File: src/rtl/uart_cmd_rx.sv
// 8N1 UART receiver with command-byte detection.
// Flags a capture request when the configured command byte arrives intact.
module uart_cmd_rx #(
  parameter int unsigned CLKS_PER_BIT = 868,
  parameter logic [7:0]  CMD_CAPTURE  = 8'h43
) (
  input  logic       Clk,
  input  logic       Rst,
  input  logic       i_Rx,
  output logic [7:0] o_Data,
  output logic       o_Valid,
  output logic       o_Frame_Err,
  output logic       o_Capture_Req,
  output logic       o_Busy
);

  localparam int unsigned CNT_W = $clog2(CLKS_PER_BIT);
  localparam logic [CNT_W-1:0] HALF_TC = CNT_W'(CLKS_PER_BIT / 2 - 1);
  localparam logic [CNT_W-1:0] FULL_TC = CNT_W'(CLKS_PER_BIT - 1);

  typedef enum logic [2:0] {
    IDLE,
    START,
    DATA,
    STOP,
    BREAK_WAIT
  } state_t;

  state_t           state;
  logic [CNT_W-1:0] cnt;
  logic [2:0]       bit_idx;
  logic [7:0]       shift;
  logic             rx_m;
  logic             rx_s;
  logic [1:0]       settle;
  logic             armed;

  // Two-flop synchronizer for the asynchronous serial line.
  always_ff @(posedge Clk or posedge Rst) begin
    if (Rst) begin
      rx_m <= 1'b1;
      rx_s <= 1'b1;
    end else begin
      rx_m <= i_Rx;
      rx_s <= rx_m;
    end
  end

  // Receiver FSM; armed stays low after reset until the real line is seen
  // high, so a line held low through reset release cannot start a frame.
  always_ff @(posedge Clk or posedge Rst) begin
    if (Rst) begin
      state         <= IDLE;
      cnt           <= '0;
      bit_idx       <= '0;
      shift         <= '0;
      settle        <= '0;
      armed         <= 1'b0;
      o_Data        <= 8'h00;
      o_Valid       <= 1'b0;
      o_Frame_Err   <= 1'b0;
      o_Capture_Req <= 1'b0;
      o_Busy        <= 1'b0;
    end else begin
      o_Valid       <= 1'b0;
      o_Frame_Err   <= 1'b0;
      o_Capture_Req <= 1'b0;

      if (settle != 2'd2) begin
        settle <= settle + 2'd1;
      end else if (rx_s) begin
        armed <= 1'b1;
      end

      case (state)
        IDLE: begin
          cnt <= '0;
          if (armed && !rx_s) begin
            state  <= START;
            o_Busy <= 1'b1;
          end
        end
        START: begin
          if (cnt == HALF_TC) begin
            cnt <= '0;
            if (!rx_s) begin
              state   <= DATA;
              bit_idx <= '0;
            end else begin
              state  <= IDLE;
              o_Busy <= 1'b0;
            end
          end else begin
            cnt <= cnt + CNT_W'(1);
          end
        end
        DATA: begin
          if (cnt == FULL_TC) begin
            cnt            <= '0;
            shift[bit_idx] <= rx_s;
            if (bit_idx == 3'd7) begin
              state   <= STOP;
              bit_idx <= '0;
            end else begin
              bit_idx <= bit_idx + 3'd1;
            end
          end else begin
            cnt <= cnt + CNT_W'(1);
          end
        end
        STOP: begin
          if (cnt == FULL_TC) begin
            cnt <= '0;
            if (rx_s) begin
              o_Data        <= shift;
              o_Valid       <= 1'b1;
              o_Capture_Req <= (shift == CMD_CAPTURE);
              state         <= IDLE;
              o_Busy        <= 1'b0;
            end else begin
              o_Frame_Err <= 1'b1;
              state       <= BREAK_WAIT;
            end
          end else begin
            cnt <= cnt + CNT_W'(1);
          end
        end
        BREAK_WAIT: begin
          if (rx_s) begin
            state  <= IDLE;
            o_Busy <= 1'b0;
          end
        end
        default: begin
          state  <= IDLE;
          o_Busy <= 1'b0;
        end
      endcase
    end
  end

endmodule

File: config.mk
export PLATFORM = sky130hd
export DESIGN_NAME = uart_cmd_rx
export DESIGN_NICKNAME = d
export VERILOG_FILES = /design/src/rtl/uart_cmd_rx.sv
export SDC_FILE = /design/constraint.sdc
export NUM_CORES = 1
export LEC_CHECK = 0
export ABC_AREA = 1
export BUFFER_PORTS_ARGS = -buffer_cell sky130_fd_sc_hd__buf_2
export CORE_ASPECT_RATIO = 1.75
export CORE_MARGIN = 3
export CORE_UTILIZATION = 59
export DETAILED_ROUTE_END_ITERATION = 10
export PLACE_DENSITY = 0.87
export SYNTH_ARGS = -nofsm -noshare
export SYNTH_HDL_FRONTEND = slang
export SYNTH_SLANG_ARGS = --single-unit
File: constraint.sdc
create_clock -name Clk -period 2.1 [get_ports Clk]
set_clock_uncertainty 0.15 [all_clocks]
set_input_delay 0.315 -clock Clk [delete_from_list [all_inputs] [get_ports Clk]]
set_output_delay 0.315 -clock Clk [all_outputs]
set_load 0.005 [all_outputs]
**Word-level counts from Yosys, hierarchy flattened**

Cells that the tools add are included.

- Flip-flop bits (word level): 41
- Input port bits: 3
- Output and inout port bits: 12
- Logic and storage cells: 83

- Add/sub/neg operators: 3
- Magnitude comparators: 2
- Equal/unequal tests: 16
- Multiplexer cells: 34
- Bitwise gates (word level): 2
- Reductions and logical operators: 13

Operator list:

| kind | count |
|---|---|
| 2-to-1 mux 3 bit | 11 |
| one-hot mux 10 bit (3 select lines) | 1 |
| 2-to-1 mux 10 bit | 2 |
| inequality test 2 bit, second input constant | 8 |
| one-hot mux 3 bit (5 select lines) | 1 |
| 2-to-1 mux 1 bit | 14 |
| adder 10 x 1 -> 10 bit, second input constant | 1 |
| == test 10 bit, second input constant | 1 |
| == test 10 x 9 -> 1 bit, second input constant | 1 |
| bitwise mux 8 bit | 1 |
| == test 8 x 7 -> 1 bit, second input constant | 1 |
| AND reduction 4 bit | 2 |
| == test 3 x 2 -> 1 bit, second input constant | 2 |
| == test 3 bit, second input constant | 2 |
| one-hot mux 3 bit (2 select lines) | 1 |
| AND reduction 6 bit | 1 |
| one-hot mux 1 bit (5 select lines) | 1 |
| less-than comparator 3 x 4 -> 1 bit, second input constant | 1 |
| AND reduction 2 bit | 2 |
| adder 3 x 1 -> 3 bit, second input constant | 1 |
| demux 1 bit (select 3 bit) | 1 |
| == test 3 x 1 -> 1 bit, second input constant | 1 |
| greater-or-equal comparator 3 x 1 -> 1 bit, second input constant | 1 |
| zero test 3 bit | 1 |
| 9 further kinds | 11 |

**Depth between registers and ports, before layout**

- Depth after elaboration: 5
- Gate-level depth with buffers: 11
- Depth with buffers taken out: 11

**Least setup slack after synthesis**

Ideal clock, no wire load.

- Path kind: register -> register
- Start point: register cnt[0]
- End point: register o_Data[1]
- Setup time: 0.117 ns
- Arrival: 1.395 ns
- Data required time: 1.833 ns
- Setup slack: 0.438 ns
- Stages on the path, launching flop included: 8
- Buffers on the path: 1
- Clock period less this slack: 1.662 ns
- Cells stage by stage: dfrtp_1 -> ha_1 -> nand2_1 -> nor3_4 -> nand4_4 -> buf_6 -> nand2_2 -> o21ai_2

- Cells in the longest elaborated chain, start to end: 2

RTL lines:

| element | line | RTL |
|---|---|---|
| start, declared | 30 | `logic [CNT_W-1:0] cnt;` |
| start signal, assigned | 94 | `cnt <= cnt + CNT_W'(1);` |
| start signal, assigned | 108 | `cnt <= cnt + CNT_W'(1);` |
| start signal, assigned | 125 | `cnt <= cnt + CNT_W'(1);` |
| == test 10 bit | 112 | `if (cnt == FULL_TC) begin` |
| AND reduction 3 bit (no line) | n/a |  |
| end signal, assigned | 115 | `o_Data <= shift;` |
| end, declared | 10 | `output logic [7:0] o_Data,` |

Every way passes these cells.
A chain may end at the register's enable or synchronous reset.

**Final worst setup path**

- Start point: register cnt[1]
- End point: register cnt[6]

- Cells in the longest elaborated chain, start to end: 3
- Elaborated cells between the ends (all ways): 6
- Classes of those cells: add/sub: 1; eq/ne: 2; mux: 3

RTL lines:

| element | line | RTL |
|---|---|---|
| adder 10 x 1 -> 10 bit (tied with other cells) | 94, 108, 125 |  |
| 2-to-1 mux 10 bit, on equally long branches | 98, 112, 84 |  |
| one-hot mux 10 bit (3 select lines) (*) | 75 | `case (state)` |

Mark *: on every way between the ends. The rest lies on a longest branch, timed or not.

==> results.md <==
- Run status: complete, no violations
- Die extent in x: 51.75 um
- CTS clock-pin slew for the worst setup and hold paths: 80 ps
- FP Rows: 28
- Worst-skew pair later-pin latency: 300 ps
- Final max-slew violation count: 0
- Placer Congestion: 0.9905
- CP max FO: 4
- Detailed Place HPWL: 3.277 mm
- Die height: 86.06 um
- Max-Cap Viols: 0
- Avg WL per Cell: 12.94 um
- Final WL: 4.427 mm
- Mapped Cells: 273
- GRT Util Overall: 0.2315
- Warnings, synthesis: 0
- TritonCTS Buffers: 5
- # diodes: 0
- Layout cells sized above 1: 0.1549
- Critical path data arrival time: 1870 ps
- Largest net degree at the start of global routing: 42
- CTS tree: yes
- Synth unique cells: 26
- Port Buf Inserts: 14
- Seq/Total Area, Yosys: 0.4760
- First-pass GRT wire length: 7.700 mm
- Power per cell area: 901.9 nW/um^2
- I/O pin cnt: 15
- FF-to-FF Start: cnt[1]
- Tcrit/Tclk final: 0.8704
- Grt ovf: 0
- Root Buffer: clkbuf_8
- Placed Cells: 332
- Syn_nets: 281
- Crit Path Class: flip-flop to flip-flop
- Worst Tran Pin Value: 500.0 ps
- Vias: 1897
- Bufs on Longest Clock Path: 2
- Hold Vio Cnt, Final: 0
- Routed vias/inst: 5.547
- Setup WS post-layout: 272.2 ps
- Place WS: 259.3 ps
- Starting Density: 0.6294
- Final ANT Viol Nets: 0
- Clock Sinks: 41
- TNS Setup: 0 ps
- WP data required: 2140 ps
- Vias in the first global route: 1832
- Fmax: 547.1 MHz
- VDD IR max: 872.1 uV
- Fillers: 273
- Cell area after synthesis: 2161 sq um
- DRC: 0
- Drt pass-1 iters: 4
- #FFs+latches synth: 41
- CP Capture Type: flip-flop
- Post-synth EDFFs: 0
- Ys async rst share: 1.000
- Initial drt markers: 48
- Finished Layout Cells: 342
- Critical Path Start Type: flip-flop
- Layout area overhead: 12.68%
- Setup Viol. Count Final: 0
- CTS H-tree lvls: 2
- Die ar.: 4453 sq um
- Hold WC Path Type: flip-flop to flip-flop
- Post-layout min period: 1828 ps
- RSZ-0062 raised after global routing: no
- Total core area: 3433 sq um
- Primary FF master, synth: dfrtp_1
- Syn_area_per_cell: 7.915 sq um
- Relative slew slack: 0.6667
- Hold path start: rx_m
- Antenna violations before repair: 0
- Nets@finish: 304
- Worst setup path startpoint: cnt[1]
- Leakage: 1.241 nW
[routing by layer]
layer	up-vias	track usage	share of wire
li1	921	-	-
met1	899	0.2301	0.36
met2	57	0.4142	0.56
met3	20	0.05565	0.040
met4	0	0.1432	0.044
met5	-	0	0
[registers in the layout, indices dropped and copies added, names as in the netlist]
signal         count
o_Busy             1
rx_s               1
o_Capture_Req      1
cnt               10
o_Data             8
settle             2
shift              8
o_Frame_Err        1
o_Valid            1
bit_idx            3
rx_m               1
state              3
armed              1
[logic make-up after synthesis]
family / synth area share
flip-flops: 0.4760
adder cells (fa/ha/maj): 0.02895
XOR/XNOR: 0.02027
buffers and inverters: 0.08801
AND/OR/NAND/NOR: 0.3028
AO/OA/AOI/OAI: 0.08396
[cell usage after synthesis (2+ instances only)]
master / number / area, sq um
nand2_1: 70 / 262.8
inv_1: 42 / 157.7
dfrtp_1: 39 / 975.9
nor2_1: 28 / 105.1
nand4_1: 15 / 93.84
o21ai_0: 15 / 75.07
nand3_1: 13 / 65.06
nor3_1: 8 / 40.04
o21ai_2: 8 / 70.07
a21oi_1: 6 / 30.03
ha_1: 5 / 62.56
xor2_1: 4 / 35.03
nand2_2: 3 / 18.77
nor2_2: 3 / 18.77
buf_2: 2 / 10.01
dfstp_2: 2 / 52.55
[cells in the final DEF, fill, tap and decap left out, types with 8 or more instances in the layout]
master,netlist,routed
buf_2,2,14
dfrtp_1,39,39
inv_1,42,42
nand2_1,70,70
nand3_1,13,13
nand4_1,15,15
nor2_1,28,27
nor3_1,8,8
o21ai_0,15,15
o21ai_2,8,8
[per-stage QoR]
stage / power, mW / cell area [sq um] / util / hold slack [ps]
finish: 2.196 / 2435 / 0.7092 / 219.6
detailed placement: 1.530 / 2292 / 0.6676 / 206.2
CTS: 2.210 / 2432 / 0.7085 / 222.7
global placement: 1.509 / 2292 / 0.6676 / 197.3
floorplan: 1.378 / 2161 / - / 169.5
global route: 2.338 / 2435 / 0.7092 / 215.4
[final timing paths]
check | slack (ps) | depth (start not counted) | to
setup / recovery | 270 | 11 | cnt[6]
hold / removal | 220 | 0 | rx_s
setup reg to reg | 270 | 11 | cnt[6]
hold reg to reg | 220 | 0 | rx_s
max in group asynchronous | 910 | 4 | rx_m
min in group asynchronous | 530 | 4 | settle[1]
[area by class of cell]
class / instances / area, sq um / share of cell area
Clock buffer: 6 / 82.58 / 0.03392
Clock inverter: 2 / 37.54 / 0.01542
Inverter: 44 / 165.2 / 0.06783
Multi-Input combinational cell: 184 / 944.7 / 0.3880
Sequential cell: 41 / 1028 / 0.4224
Tap cell: 45 / 56.30 / 0.02312
Timing Repair Buffer: 20 / 120.1 / 0.04933
[power breakdown]
part	switching [mW]	internal, mW	total (mW)
registers	0.0865	0.860	0.947
logic	0.406	0.180	0.586
clock network	0.277	0.386	0.663
[timing repair]
item,CTS,global route
hold buffers,2,0
hold endpoints to repair,20,0
buffers inserted,0,0
resized for setup,0,1
setup endpoints to repair,0,3
[worst max-delay path, stage by stage, from the launching register on]
cell     delay (ps)
dfrtp_1         400
inv_1            80
ha_1            180
nand3_1          90
nor2_1           90
nand2_1          80
nand2_1         140
nand2_1         170
nor2_2          160
inv_1            90
nand2_1          60
inv_1            40
Note: power is estimated with default switching activity, not from simulation.
